### config.mk
export PLATFORM = sky130hd
export DESIGN_NAME = hash_arbiter
export DESIGN_NICKNAME = d
export VERILOG_FILES = /design/src/rtl/hash_arbiter.sv
export SDC_FILE = /design/constraint.sdc
export NUM_CORES = 1
export LEC_CHECK = 0
export CORE_MARGIN = 3
export CORE_UTILIZATION = 36
export DETAILED_ROUTE_END_ITERATION = 7
export PLACE_DENSITY = 0.83
export SETUP_SLACK_MARGIN = 0.1
export SLEW_MARGIN = 20
export SYNTH_ARGS = -nofsm -noshare
export SYNTH_HDL_FRONTEND = slang
export SYNTH_SLANG_ARGS = --single-unit
### constraint.sdc
create_clock -name clock -period 1.5 [get_ports clock]
set_input_delay 0.3 -clock clock [delete_from_list [all_inputs] [get_ports clock]]
set_output_delay 0.3 -clock clock [all_outputs]
set_load 0.005 [all_outputs]
### src/rtl/hash_arbiter.sv
// hash_arbiter: round-robin arbiter sharing one pearson_hash8 engine between two requesters.
// Define HASH_ARB_TIMEOUT_EN to abort RUN after TIMEOUT_CYCLES cycles with error=1.

module hash_arbiter #(
  parameter int TIMEOUT_CYCLES = 64
) (
  input  logic       clock,
  input  logic       reset,
  input  logic       req0,
  input  logic       req1,
  input  logic [7:0] msg0,
  input  logic [7:0] msg1,
  output logic       gnt0,
  output logic       gnt1,
  output logic       done0,
  output logic       done1,
  output logic [7:0] result,
  output logic       error,
  output logic       busy,
  output logic [7:0] eng_message,
  output logic       eng_enable,
  output logic       eng_reset_n,
  input  logic       eng_finished,
  input  logic [7:0] eng_hash
);

  typedef enum logic [1:0] {IDLE, CLEAR, RUN, DONE} state_t;

  state_t     r_state;
  state_t     w_stateNext;
  logic       r_gnt0;
  logic       r_gnt1;
  logic       r_done0;
  logic       r_done1;
  logic       r_busy;
  logic       r_engEnable;
  logic       r_engResetN;
  logic       r_last;
  logic       r_owner;
  logic [7:0] r_result;
  logic [7:0] r_engMessage;
  logic       w_grant1;
  logic       w_timeout;
  logic       w_finish;

  // On a tie the requester not served last wins; r_last resets to 1 so requester 0 wins first.
  assign w_grant1 = req1 && (!req0 || !r_last);
  assign w_finish = (r_state == RUN) && (eng_finished || w_timeout);

`ifdef HASH_ARB_TIMEOUT_EN
  localparam logic [7:0] LP_TIMEOUT = 8'(TIMEOUT_CYCLES);

  logic [7:0] r_count;
  logic       r_error;

  assign w_timeout = (r_state == RUN) && ((r_count + 8'd1) == LP_TIMEOUT);

  // Count is held at zero outside RUN, so it starts from zero on every RUN entry.
  always_ff @(posedge clock) begin
    if (reset) begin
      r_count <= 8'd0;
      r_error <= 1'b0;
    end else begin
      if (r_state == RUN) r_count <= r_count + 8'd1;
      else                r_count <= 8'd0;
      if (w_finish) r_error <= !eng_finished;
    end
  end

  assign error = r_error;
`else
  assign w_timeout = 1'b0;
  assign error     = 1'b0;
`endif

  always_comb begin
    w_stateNext = r_state;
    case (r_state)
      IDLE:    if (req0 || req1) w_stateNext = CLEAR;
      CLEAR:   w_stateNext = RUN;
      RUN:     if (w_finish) w_stateNext = DONE;
      DONE:    w_stateNext = IDLE;
      default: w_stateNext = IDLE;
    endcase
  end

  always_ff @(posedge clock) begin
    if (reset) r_state <= IDLE;
    else       r_state <= w_stateNext;
  end

  // Outputs are registered from the next state so they line up with the state they describe.
  always_ff @(posedge clock) begin
    if (reset) begin
      r_gnt0       <= 1'b0;
      r_gnt1       <= 1'b0;
      r_done0      <= 1'b0;
      r_done1      <= 1'b0;
      r_busy       <= 1'b0;
      r_engEnable  <= 1'b0;
      r_engResetN  <= 1'b0;
      r_last       <= 1'b1;
      r_owner      <= 1'b0;
      r_result     <= 8'h00;
      r_engMessage <= 8'h00;
    end else begin
      r_busy      <= (w_stateNext != IDLE);
      r_engEnable <= (w_stateNext == RUN);
      r_engResetN <= (w_stateNext != CLEAR);
      r_done0     <= (w_stateNext == DONE) && !r_owner;
      r_done1     <= (w_stateNext == DONE) && r_owner;
      if (r_state == IDLE && w_stateNext == CLEAR) begin
        r_owner      <= w_grant1;
        r_gnt0       <= !w_grant1;
        r_gnt1       <= w_grant1;
        r_engMessage <= w_grant1 ? msg1 : msg0;
      end
      if (r_state == DONE) begin
        r_gnt0 <= 1'b0;
        r_gnt1 <= 1'b0;
        r_last <= r_owner;
      end
      if (w_finish) r_result <= eng_finished ? eng_hash : 8'h00;
    end
  end

  assign gnt0        = r_gnt0;
  assign gnt1        = r_gnt1;
  assign done0       = r_done0;
  assign done1       = r_done1;
  assign busy        = r_busy;
  assign result      = r_result;
  assign eng_message = r_engMessage;
  assign eng_enable  = r_engEnable;
  assign eng_reset_n = r_engResetN;

endmodule

### After elaboration in Yosys (flattened, before gate mapping)

Index checks and enable logic that the tools add are counted.

| word-level totals | value |
|---|---|
| flip-flop bits (word level) | 27 |
| bits of input ports | 29 |
| output and inout bits | 24 |
| word-level logic and storage cells | 38 |

| cells by class | value |
|---|---|
| equality and inequality tests | 7 |
| mux-type cells | 5 |
| reductions and logical operators | 14 |

Operators with widths:

| operator | number |
|---|---|
| 8-bit two-way mux | 2 |
| 2-bit == test (second input constant) | 4 |
| 2-bit case mux with 4 select lines | 1 |
| 1-bit logical AND | 5 |
| 2-bit by 1-bit == test with 1-bit output (second input constant) | 2 |
| 1-bit zero test | 4 |
| 2-bit two-way mux | 2 |
| 2-bit zero test | 1 |
| 1-bit logical OR | 2 |
| 2-bit by 1-bit != test with 1-bit output (second input constant) | 1 |
| 2-bit nonzero test | 1 |
| 2-bit OR reduction | 1 |

### Longest topological paths before layout

| logic depth | value |
|---|---|
| word-level depth | 6 |
| depth in mapped cells | 6 |
| depth with buffers taken out | 5 |

### Worst setup path before layout

OpenSTA, ideal clock, no wires.

| timing path | value |
|---|---|
| path kind | reg-to-reg |
| start point | register r_state[0] |
| end point | register r_engMessage[0], in the netlist eng_message[0] |
| library setup time | 91 ps |
| arrival time | 1326 ps |
| required time | 1409 ps |
| slack | 83 ps |
| stages on the path, launching flop included | 7 |
| path buffers | 1 |
| period minus slack after synthesis | 1417 ps |
| cell sequence | dfxtp_1 > inv_1 > ha_1 > nor2b_1 > buf_2 > a21oi_1 > a311oi_1 |

| between the ends | value |
|---|---|
| word-level cells in the longest chain between the ends | 6 |
| elaborated cells on any way between the ends | 10 |
| classes of those cells | eq/ne (4); mux (3); reduce/logical (3) |

RTL lines:

| element | line | RTL |
|---|---|---|
| from (decl) | 29 | `state_t r_state;` |
| from (signal assigned) | 89 | `else r_state <= w_stateNext;` |
| 2-bit == test | 48, 78 |  |
| 1-bit logical AND | 48 | `assign w_finish = (r_state == RUN) && (eng_finished \|\| w_timeout);` |
| 2-bit two-way mux | 81 | `RUN: if (w_finish) w_stateNext = DONE;` |
| 2-bit case mux with 4 select lines * | 78 | `case (r_state)` |
| net w_stateNext[1] | 30 | `state_t w_stateNext;` |
| 2-bit by 1-bit == test with 1-bit output * | 112 | `if (r_state == IDLE && w_stateNext == CLEAR) begin` |
| 1-bit logical AND * | 112 |  |
| to (signal assigned) | 116 | `r_engMessage <= w_grant1 ? msg1 : msg0;` |
| to (decl) | 41 | `logic [7:0] r_engMessage;` |

Mark *: on every way through the listed nets, which the timed path passes. The rest lies on a longest branch.
A chain may end at the register's enable or synchronous reset.

### Final worst setup path

| timing path | value |
|---|---|
| start point | register r_state[0] |
| end point | register r_engMessage[5], in the netlist eng_message[5] |

The elaborated chain is that of the path after synthesis.

==> results.tsv <==
metric	value	unit
clkLatencyLatePin	310	ps
status	complete, no violations	
path_depth	6	
drc	0	
die_area	3840	um^2
cap_violations	0	
fmax	0.735	GHz
max_stage_delay	340	ps
cp-startpoint	r_state[0]$_SDFF_PP0_	
fin_skew	6.26	ps
hold_depth	2	
startpoint_type	flop	
min_period	1360	ps
finalHoldViolations	0	
numCtsBuffers	3	
finalCritPeriodShare	0.907	
drive_gt1_frac	0.245	
synth_ff_type	dfxtp_1	
hpwl	2220	um
routabilityCongestion	0.777	
p_leak	0.787	nW
synth.top_cell.area_share	0.479	
synth-edff-count	0	
grt_max_degree	23	
syn_area	1130	um^2
drt_first_pass_iters	5	
pre_cts_ws	-246	ps
cts_max_level	1	
synth_most_common_cell	dfxtp_1	
overflow	0	
antenna_found_initial	0	
diodes	0	
r2r_slack	140	ps
die_h	62.0	um
port_buffers	51	
grt_pass1_vias	1123	
via_count	1132	
io_pins	53	
mappedNetlistNets	158	
yosys_warnings	0	
finalSetupViolCount	0	
fin_util	0.629	
hp-class	reg -> reg	
crit_arrival	1580	ps
grt_pass1_wl	4600	um
viasPerCell	5.01	
syn_area_per_cell	8.96	um^2
yosys.area.top_type	dfxtp_1	
cp_top_family	flip-flops	
ys_ff_latch	27	
r2r_end	eng_message[5]$_SDFFE_PP0P_	
synth_area_leaders	dfxtp_1, a21oi_1, nand2_1, a311oi_1, nand3_1	
drtIter0Drc	63	
r2r_cells	6	
worstSetupEndpointType	flop	
syn_inst	126	
worstPathCellList	inv_1 -> ha_4 -> nor2b_4 -> buf_6 -> a21oi_1 -> a311oi_1	
synth-seq-area-share	0.479	
core	2880	um^2
maxSlewViolCount	0	
drtAntennaViolNets	0	
regArea	567	um^2
path_clk_slew	140	ps
r2r-start	r_state[0]$_SDFF_PP0_	
die_w	62.0	um
cp_max_fo	4	
cts_sinks	27	
grt_use_total	0.160	
ctsHoldBuffers	0	
multi_input_area	581	um^2
crit_path_top_delay_cell	dfxtp_2	
area_growth	60.4	%
wl_per_cell	13.3	um
critPathKind	reg -> reg	
drt-total-wl	3000	um
tritoncts	done	
fin_tns_setup	0	ps
p_per_area	1270	nW/um^2
floorplan.initialDensity	0.392	
critPathCapture	eng_message[5]$_SDFFE_PP0P_	
synthArstFlopShare	0	
cts_buffer_depth	2	
cts_root_buffer	clkbuf_4	
nFillCells	259	
path_buf_inv	2	
timing.final.ws_setup	139	ps
num_rows	19	
yosysUniqueCellTypes	29	
required	1720	ps
rsz0062_at_grt	yes	
ir_drop	0.000554	V
nets	217	
synth_commonest_cells	dfxtp_1, nand2_1, a21oi_1	
## cells by family (layout without fill, tap and decap cells)
group                    after synthesis  in the layout  share of synthesized area
adder cells (fa/ha/maj)                3              3                     0.0333
AND/OR/NAND/NOR                       46             47                      0.196
flip-flops                            27             27                      0.479
other                                  1              1                    0.00332
buffers and inverters                 12             68                     0.0610
AO/OA/AOI/OAI                         35             36                      0.208
multiplexers                           2              2                     0.0188
## how the worst min path moves through the flow
stage	start	endpoint
2_1_floorplan	reset	r_last$_SDFFE_PP1P_
4_1_cts	result[1]$_SDFFE_PP0P_	result[1]$_SDFFE_PP0P_
3_5_place_dp	result[1]$_SDFFE_PP0P_	result[1]$_SDFFE_PP0P_
5_1_grt	result[0]$_SDFFE_PP0P_	result[0]$_SDFFE_PP0P_
3_3_place_gp	result[3]$_SDFFE_PP0P_	result[3]$_SDFFE_PP0P_
6_report	result[1]$_SDFFE_PP0P_	result[1]$_SDFFE_PP0P_
## layer usage
layer  track usage  part of all wire
met5             0                 0
met4        0.0576            0.0090
met3        0.0434             0.085
met2         0.283              0.50
met1         0.182              0.41
## cell usage in the layout, fill, tap and decap left out
cell type / count
a211o_1: 1
a21bo_4: 1
a21boi_0: 1
a21boi_2: 1
a21boi_4: 1
a21oi_1: 19
a311oi_1: 8
and3_1: 1
buf_12: 1
buf_4: 6
buf_6: 2
clkbuf_1: 1
clkbuf_4: 3
clkdlybuf4s50_1: 28
conb_1: 1
dfxtp_1: 6
dfxtp_2: 21
dlygate4sd2_1: 23
ha_1: 2
ha_4: 1
inv_1: 4
mux2_2: 1
mux2i_1: 1
nand2_1: 25
nand2b_1: 1
nand2b_2: 1
nand3_1: 8
nand3_4: 1
nor2_1: 3
nor2_4: 2
nor2b_1: 1
nor2b_4: 1
nor3_1: 1
nor3_2: 1
o211a_1: 1
o21ai_0: 3
or3_4: 1
## worst reg2reg max path, cell delays in order (launching register included)
cell and delay, ps:
dfxtp_2 340, inv_1 110, ha_4 240, nor2b_4 140, buf_6 130, a21oi_1 60
a311oi_1 260
## per-stage QoR
stage	total power [mW]	hold WS, ps	std cells	cell area (um^2)
after global routing	2.46	485	226	1810
after CTS	2.22	464	223	1750
after detailed placement	1.92	451	218	1710
after global placement	1.88	442	218	1710
after floorplan	1.45	399	126	1140
final	2.30	459	226	1810
## sequential cells by signal, indices dropped and copies added (netlist names)
register     flops
eng_reset_n      1
r_state          2
gnt0             1
busy             1
result           8
gnt1             1
r_last           1
done1            1
eng_message      8
eng_enable       1
done0            1
r_owner          1
## where the power goes
group | leakage [nW] | internal (mW) | switching, mW
logic | 0.542 | 0.544 | 0.472
registers | 0.230 | 0.901 | 0.0838
clock network | 0.0150 | 0.104 | 0.197
## what timing repair did
| item | CTS | global route |
|---|---|---|
| buffers inserted | 0 | 1 |
| endpoints found under the setup margin | 33 | 9 |
| resized for setup | 47 | 8 |
| pin swaps | 2 | 5 |
| cloned | 1 | 2 |
## cell type report
| class | count | area share |
|---|---|---|
| Sequential cell | 27 | 0.313 |
| Timing Repair Buffer | 60 | 0.314 |
| Inverter | 4 | 0.00829 |
| Tap cell | 42 | 0.0290 |
| Multi-Input combinational cell | 89 | 0.321 |
| Clock buffer | 4 | 0.0145 |
(Power assumes the default switching activity.)
